===== config.mk =====
export PLATFORM = sky130hd
export DESIGN_NAME = timer_uart_tx
export DESIGN_NICKNAME = d
export VERILOG_FILES = /design/src/rtl/timer_pkg.sv /design/src/rtl/timer_uart_tx_bin2ascii2.sv /design/src/rtl/timer_uart_tx.sv
export SDC_FILE = /design/constraint.sdc
export NUM_CORES = 1
export LEC_CHECK = 0
export BUFFER_PORTS_ARGS = -buffer_cell sky130_fd_sc_hd__buf_2
export CAP_MARGIN = 20
export CORE_ASPECT_RATIO = 1.4
export CORE_MARGIN = 3
export CORE_UTILIZATION = 45
export DETAILED_ROUTE_END_ITERATION = 8
export SLEW_MARGIN = 20
export SYNTH_ARGS = -nofsm -noshare
export SYNTH_HDL_FRONTEND = slang
export SYNTH_SLANG_ARGS = --single-unit

===== constraint.sdc =====
create_clock -name wt_clk -period 7.35 [get_ports wt_clk]
set_clock_uncertainty 0.1 [all_clocks]
set_input_delay 0.735 -clock wt_clk [delete_from_list [all_inputs] [get_ports wt_clk]]
set_output_delay 0.735 -clock wt_clk [all_outputs]
set_load 0.01 [all_outputs]

===== src/rtl/timer_pkg.sv =====
// Shared constants and FSM encoding for the mm:ss UART frame transmitter.
// The state encoding is kept as plain localparams so legacy code can match on it.
package timer_pkg;

   localparam logic [7:0] ASC_ZERO  = 8'h30;
   localparam logic [7:0] ASC_COLON = 8'h3A;
   localparam logic [7:0] ASC_CR    = 8'h0D;
   localparam logic [7:0] ASC_LF    = 8'h0A;

   localparam int FRAME_LEN = 7;

   typedef logic [2:0] state_t;

   localparam state_t ST_IDLE  = 3'd0;
   localparam state_t ST_START = 3'd1;
   localparam state_t ST_DATA  = 3'd2;
   localparam state_t ST_STOP  = 3'd3;
   localparam state_t ST_DONE  = 3'd4;

   localparam logic [5:0] MAX_VAL = 6'd59;

   function automatic logic [5:0] sat59(input logic [5:0] v);
      return (v > MAX_VAL) ? MAX_VAL : v;
   endfunction

endpackage


===== src/rtl/timer_uart_tx_bin2ascii2.sv =====
// Converts a 6-bit binary value (saturated to 59) into two ASCII decimal digits.
// Purely combinational; the divide by 10 is a compare/subtract chain.
module bin2ascii2
   import timer_pkg::*;
(
   input  logic [5:0] bin,
   output logic [7:0] tens,
   output logic [7:0] units
);

   logic [5:0] rem;
   logic [2:0] digit;

   // NOTE: combinational logic uses blocking assignments with every output
   // given a default first, so no path leaves a value held (no latch).
   always_comb begin
      rem   = sat59(bin);
      digit = 3'd0;
      if (rem >= 6'd50) begin
         digit = 3'd5;
         rem   = rem - 6'd50;
      end else if (rem >= 6'd40) begin
         digit = 3'd4;
         rem   = rem - 6'd40;
      end else if (rem >= 6'd30) begin
         digit = 3'd3;
         rem   = rem - 6'd30;
      end else if (rem >= 6'd20) begin
         digit = 3'd2;
         rem   = rem - 6'd20;
      end else if (rem >= 6'd10) begin
         digit = 3'd1;
         rem   = rem - 6'd10;
      end
      tens  = ASC_ZERO + {5'd0, digit};
      units = ASC_ZERO + {2'd0, rem};
   end

endmodule


===== src/rtl/timer_uart_tx.sv =====
// Snapshots the timer mm/ss value on a send request and transmits "MM:SS\r\n"
// as 8N1 UART, LSB first, with tx driven straight from a register.
module timer_uart_tx
   import timer_pkg::*;
#(
   parameter int CLKS_PER_BIT = 868,
   parameter int CNT_W        = 16
)
(
   input  logic       wt_clk,
   input  logic       rst_n,
   input  logic [5:0] mm,
   input  logic [5:0] ss,
   input  logic       send,
   output logic       tx,
   output logic       busy,
   output logic       done
);

   localparam logic [CNT_W-1:0] RELOAD  = CNT_W'(CLKS_PER_BIT - 1);
   localparam logic [CNT_W-1:0] CNT_ONE = CNT_W'(1);
   localparam logic [2:0]       LAST_BYTE = 3'(FRAME_LEN - 1);

   state_t           state;
   logic [CNT_W-1:0] bit_cnt;
   logic [2:0]       bit_idx;
   logic [2:0]       byte_idx;
   logic [5:0]       mm_q;
   logic [5:0]       ss_q;

   logic [7:0] mm_tens, mm_units, ss_tens, ss_units;
   logic [7:0] cur_byte;
   logic       bit_end;

   bin2ascii2 u_mm_ascii (
      .bin   (mm_q),
      .tens  (mm_tens),
      .units (mm_units)
   );

   bin2ascii2 u_ss_ascii (
      .bin   (ss_q),
      .tens  (ss_tens),
      .units (ss_units)
   );

   always_comb begin
      cur_byte = ASC_LF;
      case (byte_idx)
         3'd0:    cur_byte = mm_tens;
         3'd1:    cur_byte = mm_units;
         3'd2:    cur_byte = ASC_COLON;
         3'd3:    cur_byte = ss_tens;
         3'd4:    cur_byte = ss_units;
         3'd5:    cur_byte = ASC_CR;
         default: cur_byte = ASC_LF;
      endcase
   end

   assign bit_end = (bit_cnt == '0);

   // NOTE: sequential state uses non-blocking assignments so every register
   // samples pre-edge values regardless of statement order.
   always_ff @(posedge wt_clk) begin
      if (!rst_n) begin
         state    <= ST_IDLE;
         tx       <= 1'b1;
         busy     <= 1'b0;
         done     <= 1'b0;
         bit_cnt  <= '0;
         bit_idx  <= '0;
         byte_idx <= '0;
         mm_q     <= '0;
         ss_q     <= '0;
      end else begin
         done <= 1'b0;
         case (state)
            // The DONE cycle accepts a new request exactly like IDLE.
            ST_IDLE, ST_DONE: begin
               if (send) begin
                  mm_q     <= mm;
                  ss_q     <= ss;
                  busy     <= 1'b1;
                  tx       <= 1'b0;
                  bit_cnt  <= RELOAD;
                  bit_idx  <= '0;
                  byte_idx <= '0;
                  state    <= ST_START;
               end else begin
                  state <= ST_IDLE;
               end
            end

            ST_START: begin
               if (bit_end) begin
                  tx      <= cur_byte[0];
                  bit_idx <= '0;
                  bit_cnt <= RELOAD;
                  state   <= ST_DATA;
               end else begin
                  bit_cnt <= bit_cnt - CNT_ONE;
               end
            end

            ST_DATA: begin
               if (bit_end) begin
                  bit_cnt <= RELOAD;
                  if (bit_idx == 3'd7) begin
                     tx    <= 1'b1;
                     state <= ST_STOP;
                  end else begin
                     tx      <= cur_byte[bit_idx + 3'd1];
                     bit_idx <= bit_idx + 3'd1;
                  end
               end else begin
                  bit_cnt <= bit_cnt - CNT_ONE;
               end
            end

            ST_STOP: begin
               if (bit_end) begin
                  if (byte_idx == LAST_BYTE) begin
                     busy  <= 1'b0;
                     done  <= 1'b1;
                     state <= ST_DONE;
                  end else begin
                     byte_idx <= byte_idx + 3'd1;
                     tx       <= 1'b0;
                     bit_cnt  <= RELOAD;
                     state    <= ST_START;
                  end
               end else begin
                  bit_cnt <= bit_cnt - CNT_ONE;
               end
            end

            default: begin
               tx    <= 1'b1;
               busy  <= 1'b0;
               state <= ST_IDLE;
            end
         endcase
      end
   end

endmodule


==> results.md <==
- Area Growth Syn to Fin: 5.73%
- Setup CP Type: reg -> reg
- Fin crit period: 4480 ps
- I/O Pins: 18
- Finished Layout Cells: between 500 and 600
- CTS Buffer Depth: 2
- CP Data Arrival Time: about 4600 ps
- Reg2reg path depth: 18
- Util after Layout: 50.2%
- Max Cap Viol: 0
- Hpwl dp: 6430 microns
- Critical path required time: 7470 ps
- Leak Pwr: 1.37 nW
- Total power: 1.03 mW
- Post-synth EDFFs: 0
- Post-DRT Antenna Nets: 0
- HP Class: reg -> reg
- Setup violations, final: 0
- Placed Cells: 548
- M2 GR Usage: 37.5%
- Hold-fix buffers, CTS: 0
- Initial antenna violation count: 0
- Largest net degree at the start of global routing: 26
- Chip width: around 79 microns
- Vias in the first global route: between 3000 and 4000
- RSZ-0062 raised after global routing: no
- PwrDens: 289 nW/um^2
- Most common cell in the netlist: nand2_1
- Number of post-CTS setup repair buffers: 0
- Num CTS Buffers: 5
- Status: completed
- Residual DRC count: 0
- CTS HTree Levels: 2
- Site row count: 36
- Share of the synthesized area in the top cell type: between 20% and 30%
- Die Ht: 109 microns
- WL/cell: approximately 15 microns
- Via/cell ratio: between 5 and 6
- Met3 usage: 2.67%
- Port Buffer Count: 17
- First-pass GRT wire length: between 10000 and 15000 microns
- DIE AREA: ~8600 sq um
- Clock Root Buffer: clkbuf_8
- Fin. max-slew vios: 0
- Initial core utilization: 47.5%
- Total track usage: 20.9%
- Worst-margin pin slew: 796 ps
- Met1 Resource Use GR: roughly 24%
- Mapped Area: ~3400 sq um
- Worst Path Max Fanout: 20
- Async set-reset flop share out of synthesis: 0%
- Top FF cell, synth: dfxtp_1
- Library cells used by synthesis: 66
- Clk sink count: 40
- Initial DRC count: 227
- Syn Inst Count: 467
- Post-synth top cells: nand2_1 (77), nor2_1 (51), dfxtp_1 (40)
- Final WS setup: between 2000 and 3000 ps
- FF-to-FF setup slack: 2870 ps
- DRT Pass-1 Iters: 5
- Final period utilization: 61.0%
- Core ar.: 7120 sq um
- Syn nets: approximately 500
- Diodes inserted: 0
- Final wirelength: 8500 microns
- Final Net Count: 499
- Final hold violation count: 0
- Worst-Skew Late Latency: 290 ps
- Setup crit start kind: register
- Yosys top cell by area: dfxtp_1
- Max frequency: 223 MHz
- Clock transition at the registers of the reported paths: ~80 ps
- Resize count post-CTS: 0
- Layout cells sized above 1: 8.26%
- GP Congestion: 0.925
- Main area contributors after synthesis: dfxtp_1 (24%), ha_1 (8.9%), nand2_1 (8.5%), nor2_1 (5.7%), a21boi_0 (3.1%)
- WHS Path Cells: 2
- Yosys warns: 0
- Via Count: about 3300
- Synth Register Bits: 40
- Maximum vdd drop: ~0.22 mV
- Place WS: about 2900 ps
- Overflow left after global routing: 0
- Nature of the critical path endpoint: register
- Relative slew slack: 46.9%
- Post-Route Setup TNS: 0 ps
- Grt peak-use layer: met2
- Filler cells: 768
- Synthesized area per cell: 7.24 sq um
- Sequential area share after synthesis: 23.7%
- Clock tree from TritonCTS: done
-- flip-flops by register name, indices dropped and copies added (netlist names) --
| signal | count |
|---|---|
| done | 1 |
| busy | 1 |
| bit_cnt | 16 |
| tx | 1 |
| bit_idx | 3 |
| state | 3 |
| ss_q | 6 |
| byte_idx | 3 |
| mm_q | 6 |
-- cell usage in the layout, fill, tap and decap left out, types with 4 or more instances in the layout --
master,Yosys,layout
xnor2_1,8,8
ha_1,24,24
nand2_1,77,77
nand4_1,4,4
and3b_1,4,4
inv_1,19,19
or3_1,4,4
nand3b_1,4,4
a211oi_1,5,5
o21a_1,4,4
xor2_1,8,8
nor2b_1,6,6
dfxtp_1,40,40
nor4_1,6,6
nor2_1,51,51
or2_2,4,4
a31oi_1,8,8
o311ai_0,5,5
clkbuf_8,0,5
buf_2,3,17
nand3_1,17,17
nor3_1,12,12
o211ai_1,8,8
a21boi_0,14,14
and2_1,5,5
mux2i_1,4,4
a2111oi_0,5,5
o21ai_0,20,20
a21oi_1,19,19
-- worst max-delay path, cell delays in order (launching register included) --
cell	delay [ps]
dfxtp_1	500
and2_1	300
a31oi_1	360
inv_1	120
ha_1	250
and3b_1	240
a211oi_1	440
nor2_1	90
o311ai_0	320
o311ai_0	170
o21ai_0	140
ha_1	290
inv_1	60
a21oi_1	60
o21ai_0	150
a21oi_1	80
a2111oi_0	360
o221ai_1	190
o221ai_1	160
-- cell families after synthesis --
family | after synthesis | share of synthesized area (%)
adder cells (fa/ha/maj) | 25 | 9.18
AO/OA/AOI/OAI | 117 | 24.6
AND/OR/NAND/NOR | 213 | 30.6
flip-flops | 40 | 23.7
buffers and inverters | 52 | 6.55
XOR/XNOR | 16 | 4.14
multiplexers | 4 | 1.18
-- path summary, 6_finish.rpt --
check                to        from
max reg2reg          tx     mm_q[3]
max                  tx     mm_q[3]
min          bit_cnt[5]  bit_cnt[5]
min reg2reg  bit_cnt[5]  bit_cnt[5]
-- final cells by class --
type | count | area, sq um | area share [%]
clock buffers | 5 | 68.8 | 1.92
clock inverters | 2 | 60.1 | 1.68
inverters | 20 | 75.1 | 2.10
multi-input cells | 375 | 2360 | 66.0
flip-flops and latches | 40 | 801 | 22.4
well taps | 95 | 119 | 3.32
repair buffers | 18 | 92.6 | 2.59
-- report_power, final --
group	switching [mW]	internal [mW]	leakage [nW]
combinational	0.288	0.197	0.974
sequential	0.0763	0.265	0.327
clock	0.0749	0.134	0.0642
-- through the flow --
stage	cell area [sq um]	hold WS, ps
finish	3580	388
detailed placement	3450	380
global placement	3450	380
global route	3580	409
floorplan	3380	357
CTS	3580	390
-- per-layer routing --
metal | routed length [microns] | up-vias
met5 | 0 | -
met4 | 305 | 0
met3 | 228 | 26
met2 | 4360 | 78
met1 | 3600 | 1514
li1 | - | 1654
Note: power is estimated with default switching activity, not from simulation.
